File: config.mk
export PLATFORM = sky130hd
export DESIGN_NAME = sram_ctrl
export DESIGN_NICKNAME = d
export VERILOG_FILES = /design/src/rtl/sram_pkg.sv /design/src/rtl/sram_wait_cnt.sv /design/src/rtl/sram_ctrl.sv
export SDC_FILE = /design/constraint.sdc
export NUM_CORES = 1
export LEC_CHECK = 0
export ABC_AREA = 1
export BUFFER_PORTS_ARGS = -buffer_cell sky130_fd_sc_hd__buf_2
export CORE_MARGIN = 2
export CORE_UTILIZATION = 45
export DETAILED_ROUTE_END_ITERATION = 6
export GPL_TIMING_DRIVEN = 1
export PLACE_DENSITY = 0.75
export SYNTH_ARGS = -nofsm -noshare
export SYNTH_HDL_FRONTEND = slang
export SYNTH_SLANG_ARGS = --single-unit
File: constraint.sdc
create_clock -name iCLK -period 2.11 [get_ports iCLK]
set_input_delay 0.211 -clock iCLK [delete_from_list [all_inputs] [get_ports iCLK]]
set_output_delay 0.211 -clock iCLK [all_outputs]
set_load 0.02 [all_outputs]
File: src/rtl/sram_pkg.sv
// Shared definitions for the SRAM controller: FSM states, default geometry
// and strobe timing, and the width of the strobe-length counter.
package sram_pkg;

   localparam int SRAM_ADDR_W      = 18;
   localparam int SRAM_DATA_W      = 16;
   localparam int SRAM_WAIT_CYCLES = 2;
   localparam int CNT_W            = 4;

   typedef enum logic [1:0] {
      IDLE   = 2'd0,
      SETUP  = 2'd1,
      STROBE = 2'd2,
      HOLD   = 2'd3
   } sramState_t;

endpackage

File: src/rtl/sram_wait_cnt.sv
// Strobe-length down-counter: loads the strobe length, counts down once per
// cycle and flags done at zero.
module sram_wait_cnt
   import sram_pkg::*;
(
   input  logic             iCLK,
   input  logic             iRST,
   input  logic             load,
   input  logic             dec,
   input  logic [CNT_W-1:0] loadVal,
   output logic             done
);

   logic [CNT_W-1:0] count_r;

   // Count register; decrement is gated at zero so the value can never wrap.
   always_ff @(posedge iCLK or posedge iRST) begin
      if (iRST) begin
         count_r <= '0;
      end else if (load) begin
         count_r <= loadVal;
      end else if (dec && (count_r != '0)) begin
         count_r <= count_r - CNT_W'(1);
      end else begin
         count_r <= count_r;
      end
   end

   assign done = (count_r == '0);

endmodule

File: src/rtl/sram_ctrl.sv
// Asynchronous SRAM access controller: one access per request, fixed
// setup/strobe/hold sequence, all SRAM-side strobes driven straight from flops.
module sram_ctrl
   import sram_pkg::*;
#(
   parameter int WAIT_CYCLES = SRAM_WAIT_CYCLES,
   parameter int ADDR_W      = SRAM_ADDR_W,
   parameter int DATA_W      = SRAM_DATA_W
) (
   input  logic              iCLK,
   input  logic              iRST,
   input  logic              iREQ,
   input  logic              iWR,
   input  logic [ADDR_W-1:0] iADDR,
   input  logic [DATA_W-1:0] iWDATA,
   input  logic [1:0]        iBE_N,
   output logic              oREADY,
   output logic              oRVALID,
   output logic [DATA_W-1:0] oRDATA,
   output logic [ADDR_W-1:0] oSRAM_ADDR,
   output logic [DATA_W-1:0] oSRAM_WDATA,
   input  logic [DATA_W-1:0] iSRAM_RDATA,
   output logic              oSRAM_CE_N,
   output logic              oSRAM_OE_N,
   output logic              oSRAM_WE_N,
   output logic [1:0]        oSRAM_BE_N
);

   localparam int               LANE_W      = DATA_W / 2;
   localparam logic [CNT_W-1:0] STROBE_LOAD = CNT_W'(WAIT_CYCLES - 1);

   sramState_t        state_r, nextState_s;
   logic              wr_r, ready_r, rvalid_r, ceN_r, oeN_r, weN_r;
   logic [1:0]        beN_r;
   logic [ADDR_W-1:0] addr_r;
   logic [DATA_W-1:0] wdata_r, rdata_r, laneMask_s;
   logic              accept_s, nextWr_s, cntLoad_s, cntDec_s, cntDone_s, capture_s;
   logic              readyNext_s, ceNNext_s, oeNNext_s, weNNext_s, rvalidNext_s;

   assign accept_s   = iREQ & ready_r;
   assign nextWr_s   = accept_s ? iWR : wr_r;
   assign cntLoad_s  = (state_r == SETUP);
   assign cntDec_s   = (state_r == STROBE);
   assign capture_s  = (state_r == STROBE) & cntDone_s & ~wr_r;
   assign laneMask_s = {{LANE_W{~beN_r[1]}}, {LANE_W{~beN_r[0]}}};

   sram_wait_cnt uWaitCnt (
      .iCLK    (iCLK),
      .iRST    (iRST),
      .load    (cntLoad_s),
      .dec     (cntDec_s),
      .loadVal (STROBE_LOAD),
      .done    (cntDone_s)
   );

   // Next state, plus strobe values for the coming cycle decoded from it.
   always_comb begin
      nextState_s = state_r;
      case (state_r)
         IDLE: begin
            if (accept_s) nextState_s = SETUP;
            else          nextState_s = IDLE;
         end
         SETUP:  nextState_s = STROBE;
         STROBE: begin
            if (cntDone_s) nextState_s = HOLD;
            else           nextState_s = STROBE;
         end
         HOLD:    nextState_s = IDLE;
         default: nextState_s = IDLE;
      endcase
      readyNext_s  = (nextState_s == IDLE);
      ceNNext_s    = (nextState_s == IDLE);
      weNNext_s    = ~((nextState_s == STROBE) & nextWr_s);
      oeNNext_s    = ~(((nextState_s == SETUP) | (nextState_s == STROBE)) & ~nextWr_s);
      rvalidNext_s = (nextState_s == HOLD) & ~nextWr_s;
   end

   // State and strobe flops; reset forces every strobe inactive at once.
   always_ff @(posedge iCLK or posedge iRST) begin
      if (iRST) begin
         state_r  <= IDLE;
         ready_r  <= 1'b0;
         ceN_r    <= 1'b1;
         oeN_r    <= 1'b1;
         weN_r    <= 1'b1;
         rvalid_r <= 1'b0;
      end else begin
         state_r  <= nextState_s;
         ready_r  <= readyNext_s;
         ceN_r    <= ceNNext_s;
         oeN_r    <= oeNNext_s;
         weN_r    <= weNNext_s;
         rvalid_r <= rvalidNext_s;
      end
   end

   // Request capture; the SRAM-side address/data/lanes hold until the next accept.
   always_ff @(posedge iCLK or posedge iRST) begin
      if (iRST) begin
         wr_r    <= 1'b0;
         addr_r  <= '0;
         wdata_r <= '0;
         beN_r   <= 2'b11;
      end else if (accept_s) begin
         wr_r    <= iWR;
         addr_r  <= iADDR;
         wdata_r <= iWDATA;
         beN_r   <= iBE_N;
      end else begin
         wr_r    <= wr_r;
         addr_r  <= addr_r;
         wdata_r <= wdata_r;
         beN_r   <= beN_r;
      end
   end

   // Read data sampled at the end of the last strobe cycle, disabled lanes zeroed.
   always_ff @(posedge iCLK or posedge iRST) begin
      if (iRST) begin
         rdata_r <= '0;
      end else if (capture_s) begin
         rdata_r <= iSRAM_RDATA & laneMask_s;
      end else begin
         rdata_r <= rdata_r;
      end
   end

   assign oREADY      = ready_r;
   assign oRVALID     = rvalid_r;
   assign oRDATA      = rdata_r;
   assign oSRAM_ADDR  = addr_r;
   assign oSRAM_WDATA = wdata_r;
   assign oSRAM_BE_N  = beN_r;
   assign oSRAM_CE_N  = ceN_r;
   assign oSRAM_OE_N  = oeN_r;
   assign oSRAM_WE_N  = weN_r;

endmodule

==> impl_results.md, run 1 <==
* Fin crit share at 74.30%
* Critical Path RT at 2.32 ns
* DRC viols at 0
* Routed Antenna Nets at 0
* Worst hold endpoint: oSRAM_WDATA[9]
* Layout area overhead at 31.18%
* # resized after CTS at 0
* CTS clk-pin slew, worst paths at 0.07 ns
* Leak pwr at 1.986 nW
* Clk_skew at 0.008729 ns
* Reg-to-reg setup timing slack at 0.54 ns
* Fill cells at 475
* Critical-path cell list: inv_1, ha_1, nand2_2, nor2_4, nand2_4, nand2_1, o21ai_2
* F_max at 0.6379 GHz
* WHS Path Cells at 3
* Total vias in the final route at 2,164
* Share of cells above drive strength 1 at 39.16%
* Placed instance count at 461
* Post-synth cell types at 22
* Hold Crit Class: in2reg
* Actual slew at the worst max-slew pin at 0.4402 ns
* Post-Synthesis Cells at 284
* Overall power at 5.738 mW
* R2R depth at 7
* Critical path type: reg2reg
* Setup-violating endpoint count in the final report at 0
* Sequential-to-total area share from yosys stat at 60.99%
* CTS Sinks at 64
* Clk buf depth at 2
* Slew margin rel. at 70.65%
* Setup bufs post-CTS at 0
* Setup TNS at 0 ns
* Initial Utilization at 47.30%
* Post-DP HPWL at 3969 um
* Share of synthesized flip-flops with an asynchronous set or reset at 100.0%
* Worst-Skew Late Latency at 0.33 ns
* Global Route Usage Sum at 19.12%
* R2r startpoint: uWaitCnt.count_r[0]
* Startpoint Class: flop
* Pin count of the biggest net entering global routing at 65
* Crit-path max cell delay at 0.38 ns
* Maxcap violations at 0
* Post-synth EDFFs at 0
* First-pass GRT wire length at 9287 um
* Mapped cell area at 2636 um2
* Crit path max-delay cell type: dfrtp_1
* Multi-input combinational cell area at 907.1 um2
* Buf/Inv on CP at 1
* Layout Cells excl Fill at 478
* Most used DFF post-synth: dfrtp_1
* Maximum vdd drop at 0.8018 mV
* Mean post-synth cell area at 9.283 um2
* Storage element area at 1608 um2
* Power Dens Cells at 1659 nW/um2
* Gr ovfl total at 0
* Vias in the first global route at 2,142
* I/O Buffers at 112
* RD Place Congestion at 0.7672
* Reg-to-reg endpoint: oRDATA[7]
* RSZ-0062 raised after global routing: false
* Final hold violation count at 0
* Initial antenna violation count at 0
* Max Fanout on Critical Path at 32
* WL/cell at 11.87 um
* Pre-Repair DR Iteration Count at 4
* Minimum clock period at 1.568 ns
* Die width at 80.54 um
* Status: complete, no violations
* H-tree Lvls at 3
* Die height at 80.54 um
* Clock Tree Root: clkbuf_8
* Crit end category: flop
* I/O pins at 113
* Post-layout nets at 462
* Drt initial violations at 117
* Arr. time, crit path at 1.78 ns
* Crit path max-delay family: simple AND/OR/NAND/NOR gates
* CTS Buf Count at 9
* DIE AREA at 6487 um2
* Fin util at 62.04%
* Final WL at 5676 um
* #FFs+latches synth at 64
* Synth warn at 0
* ANT cells at 0
* CTS tree: yes
* Vias/cell at 4.527
* Fin. max-slew vios at 0
* CORE AREA at 5574 um2
* Hold Path Origin: iWDATA[9]
* Row count at 27
* Post-synth net total at 345
-- sequential cells by signal (all words and copies together), names as in the netlist --
signal	cells
oRVALID	1
uWaitCnt.count_r	4
oRDATA	16
oSRAM_BE_N	2
oSRAM_WE_N	1
oSRAM_CE_N	1
oSRAM_WDATA	16
oREADY	1
oSRAM_ADDR	18
wr_r	1
oSRAM_OE_N	1
state_r	2
-- final cells by class --
cell class	instances	area share, %
Sequential cell	64	46.49
Multi-Input combinational cell	195	26.23
Timing Repair Buffer	116	17.51
Clock buffer	13	4.305
Tap cell	72	2.605
Inverter	15	1.628
Clock inverter	3	1.230
-- synthesized netlist by cell type (2+ instances only) --
master / count / area [um2]
clkinv_1: 2 / 7.510
nand2_1: 149 / 559.3
o21ai_2: 16 / 140.1
clkbuf_1: 3 / 11.26
dfrtp_1: 59 / 1476
ha_1: 5 / 62.56
nand3_1: 3 / 15.01
nand4_1: 2 / 12.51
inv_1: 13 / 48.80
dfstp_2: 5 / 131.4
buf_1: 2 / 7.510
o21ai_0: 3 / 15.01
nand2_2: 6 / 37.54
buf_6: 3 / 33.78
nor2_1: 6 / 22.52
-- repair_timing --
| action | 4_1_cts | 5_1_grt |
|---|---|---|
| endpoints found under the hold margin | 59 | 0 |
| setup endpoints to repair | 0 | 0 |
| hold buffers | 1 | 0 |
-- cells by family (layout without fill, tap and decap cells) --
kind of cell,count (synthesis),count (layout),share of synthesized area (%)
and+or+nand+nor,169,169,25.63
DFF,64,64,60.99
buffers and inverters,25,147,4.604
AOI/OAI and AO/OA,20,20,6.074
adders and majority gates,5,5,2.373
xor gates and xnor gates,1,1,0.3323
-- worst min-delay path, cell delays in order --
cell and delay, ns:
buf_2 0.07, nand2_1 0.04, nand2_1 0.04
-- metrics by stage --
stage / cell area, um2 / hold slack [ns] / setup WS, ns
after floorplan: 2636 / 0.3206 / 0.3092
after global placement: 3257 / 0.3056 / 0.6565
after detailed placement: 3257 / 0.3089 / 0.5584
after CTS: 3458 / 0.05080 / 0.5375
after global routing: 3458 / 0.05143 / 0.4105
final: 3458 / 0.06310 / 0.5422
-- report_power, final --
| group | internal, mW | switching (mW) |
|---|---|---|
| clock network | 0.577 | 0.441 |
| logic | 0.856 | 1.69 |
| registers | 1.85 | 0.324 |
-- worst max-delay path by stage --
stage,from,to,slack [ns],depth (start not counted)
floorplan,iRST,oRDATA[0],0.31,1
global placement,uWaitCnt.count_r[0],oRDATA[7],0.66,7
detailed placement,uWaitCnt.count_r[0],oRDATA[7],0.56,7
CTS,uWaitCnt.count_r[0],oRDATA[7],0.54,7
global route,uWaitCnt.count_r[0],oRDATA[15],0.41,7
finish,uWaitCnt.count_r[0],oRDATA[7],0.54,7
-- placed cells by master, fill, tap and decap left out, types with 3 or more instances in the layout --
master    instances
buf_2           112
nand2_2           6
clkbuf_1          3
ha_1              5
o21ai_2          16
nand2_1         149
dfstp_2           5
dfrtp_1          59
nor2_1            6
clkbuf_8         10
o21ai_0           3
nand3_1           3
inv_1            12
-- metal layers --
| layer | vias to the layer above | global-route usage (%) | part of all wire, % |
|---|---|---|---|
| li1 | 1098 | - | - |
| met1 | 963 | 22.53 | 43 |
| met2 | 97 | 30.67 | 45 |
| met3 | 6 | 8.989 | 10 |
| met4 | 0 | 6.610 | 1.0 |
| met5 | - | 0 | 0 |
Power figures use the tool's default switching activity.
==> inputs of run 2 (changes only) <==
CORE_UTILIZATION = 43   (was 45)
clock period = 1.35 ns   (was 2.11 ns; I/O delays follow)
==> run 2 against run 1 <==
Effect of this change: register-to-register slack got worse by 0.56 ns; the run now ends with setup timing left; sequential share of layout area fell by 5.7 points; first-iteration DRC count fell by 40%.
==> impl_results.md, run 2 (same netlist as run 1, synthesis figures left out) <==
* Status: complete, but fails checks
* Failing checks: setup timing
* RD Place Congestion at 0.7839 (+2.2%)
* Drt initial violations at 70 (-40%)
* I/O pins at 113 (unchanged)
* Crit path max-delay cell type: dfrtp_1
* Fin. max-slew vios at 0 (unchanged)
* Hold Crit Class: in2reg
* Setup-violating endpoint count in the final report at 12 (+12)
* RSZ-0062 raised after global routing: true
* Critical path type: reg2reg
* ANT cells at 0 (unchanged)
* Crit path max-delay family: simple AND/OR/NAND/NOR gates
* Finished Cell Area at 3943 um2 (+14%)
* First-pass GRT wire length at 10,360 um (+12%)
* Startpoint Class: flop
* DRC viols at 0 (unchanged)
* Hold Slack at 0.007360 ns (-0.05574 ns)
* Place WS at -0.03555 ns (-0.5939 ns)
* Vias in the first global route at 2,378 (+11%)
* Global Route Usage Sum at 20.44% (+1.3 points)
* CORE AREA at 5921 um2 (+6.2%)
* Final hold violation count at 0 (unchanged)
* Max Fanout on Critical Path at 14 (-56%)
* Crit-path max cell delay at 0.38 ns (about the same)
* Pin count of the biggest net entering global routing at 40 (-38%)
* Fin crit share at 101.5% (+27 points)
* Initial Utilization at 44.53% (-2.8 points)
* Die width at 82.30 um (+2.2%)
* Max reg flops at 18 (unchanged)
* Die height at 82.30 um (+2.2%)
* CTS Buf Count at 9 (unchanged)
* Post-layout nets at 508 (+10%)
* Routed Antenna Nets at 0 (unchanged)
* Clk buf depth at 2 (unchanged)
* Vias/cell at 4.590 (+1.4%)
* DIE AREA at 6773 um2 (+4.4%)
* WL/cell at 12.15 um (+2.3%)
* Crit end category: flop
* Initial antenna violation count at 0 (unchanged)
* Pre-Repair DR Iteration Count at 6 (+2)
* Share of cells above drive strength 1 at 40.49% (+1.3 points)
* Most common cell after layout, fill and taps aside: nand2_1
* CTS clk-pin slew, worst paths at 0.07 ns (about the same)
* Slew margin rel. at 77.58% (+6.9 points)
* Layout area overhead at 49.55%
* F_max at 0.7297 GHz (+14%)
* I/O Buffers at 112 (unchanged)
* Critical-path cell list: inv_1, ha_2, nand2_2, nor2_4, nand2_4, buf_12, nand2_1, o21ai_2
* Maximum vdd drop at 1.143 mV (+43%)
* Maxcap violations at 0 (unchanged)
* Row count at 28 (+3.7%)
* Commonest non-fill, non-tap cells in the layout: 146 x nand2_1, 112 x buf_2, 58 x dfrtp_1
* Clk_skew at 0.004859 ns (-0.003871 ns)
* Clock Tree Root: clkbuf_8
* Leak pwr at 2.198 nW (+11%)
* Fill cells at 455 (-4.2%)
* CTS tree: yes
* H-tree Lvls at 3 (unchanged)
* Buf/Inv on CP at 2 (+1)
* Fin util at 66.59% (+4.5 points)
* CTS Sinks at 64 (unchanged)
* Power Dens Cells at 2396 nW/um2 (+44%)
* Post-DP HPWL at 4071 um (+2.6%)
* Minimum clock period at 1.370 ns (-0.1974 ns)
* Critical Path RT at 1.57 ns (-0.75 ns)
* Arr. time, crit path at 1.59 ns (-0.19 ns)
* Actual slew at the worst max-slew pin at 0.3363 ns (-0.1040 ns)
* Gr ovfl total at 0 (unchanged)
* Placed instance area at 3366 um2 (+3.3%)
* Worst-Skew Late Latency at 0.33 ns (about the same)
* Setup slack after layout at -0.02040 ns (-0.5626 ns)
* Final WL at 6403 um (+13%)
* Total vias in the final route at 2,419 (+12%)
-- run 2: final cells by class --
class	instances	area, um2	area share, %
sequential	64	1609	40.81
timing repair buffer	162	1044	26.47
multi-input combinational	195	937.1	23.77
clock buffer	13	158.9	4.030
tap	75	93.84	2.380
inverter	15	60.06	1.523
clock inverter	3	40.04	1.016
-- run 2: worst paths after layout --
check                      slack [ns]  cells after the start              to           startpoint
setup / recovery                -0.02                      8       oRDATA[9]  uWaitCnt.count_r[0]
hold / removal                  0.007                      3   oSRAM_ADDR[8]             iADDR[8]
setup reg to reg                -0.02                      8       oRDATA[9]  uWaitCnt.count_r[0]
hold reg to reg                  0.48                      2  oSRAM_ADDR[14]       oSRAM_ADDR[14]
max in group asynchronous        0.65                      4  oSRAM_WDATA[6]                 iRST
min in group asynchronous        0.40                      4       oRDATA[5]                 iRST
-- run 2: per-layer routing --
layer	wire length [um]	share of wire [%]	GRT usage, %	vias to the layer above
met2	3128	49	33.06	92
met5	0	0	0	-
met1	2735	43	24.87	1116
met4	115	1.8	11.17	0
met3	423	6.6	5.435	14
li1	-	-	-	1197
-- run 2: report_power, final --
group / total (mW) / internal [mW] / switching, mW / leakage [nW]
Combinational: 4.40 / 1.63 / 2.77 / 1.32
Clock: 1.64 / 0.949 / 0.690 / 0.103
Sequential: 3.40 / 2.90 / 0.508 / 0.775
-- run 2: through the flow --
step | power (mW) | std cells | TNS (ns)
6_report | 9.447 | 527 | -0.09714
5_1_grt | 10.17 | 527 | -1.654
4_1_cts | 9.435 | 525 | -0.2049
3_5_place_dp | 7.606 | 475 | -0.07014
3_3_place_gp | 7.486 | 475 | 0
2_1_floorplan | 6.139 | 284 | 0
-- run 2: tightest hold or removal path, delay by kind of cell --
kind / cells / cell delay (ns)
and+or+nand+nor: 2 / 0.09
buffers and inverters: 1 / 0.08
-- run 2: repair_timing --
action | CTS | global route
hold endpoints to repair | 91 | 0
endpoints found under the setup margin | 15 | 20
hold buffers | 33 | 0
pin swaps | 2 | 1
setup buffers | 1 | 2
gates resized for setup | 4 | 4
cloned | 0 | 0
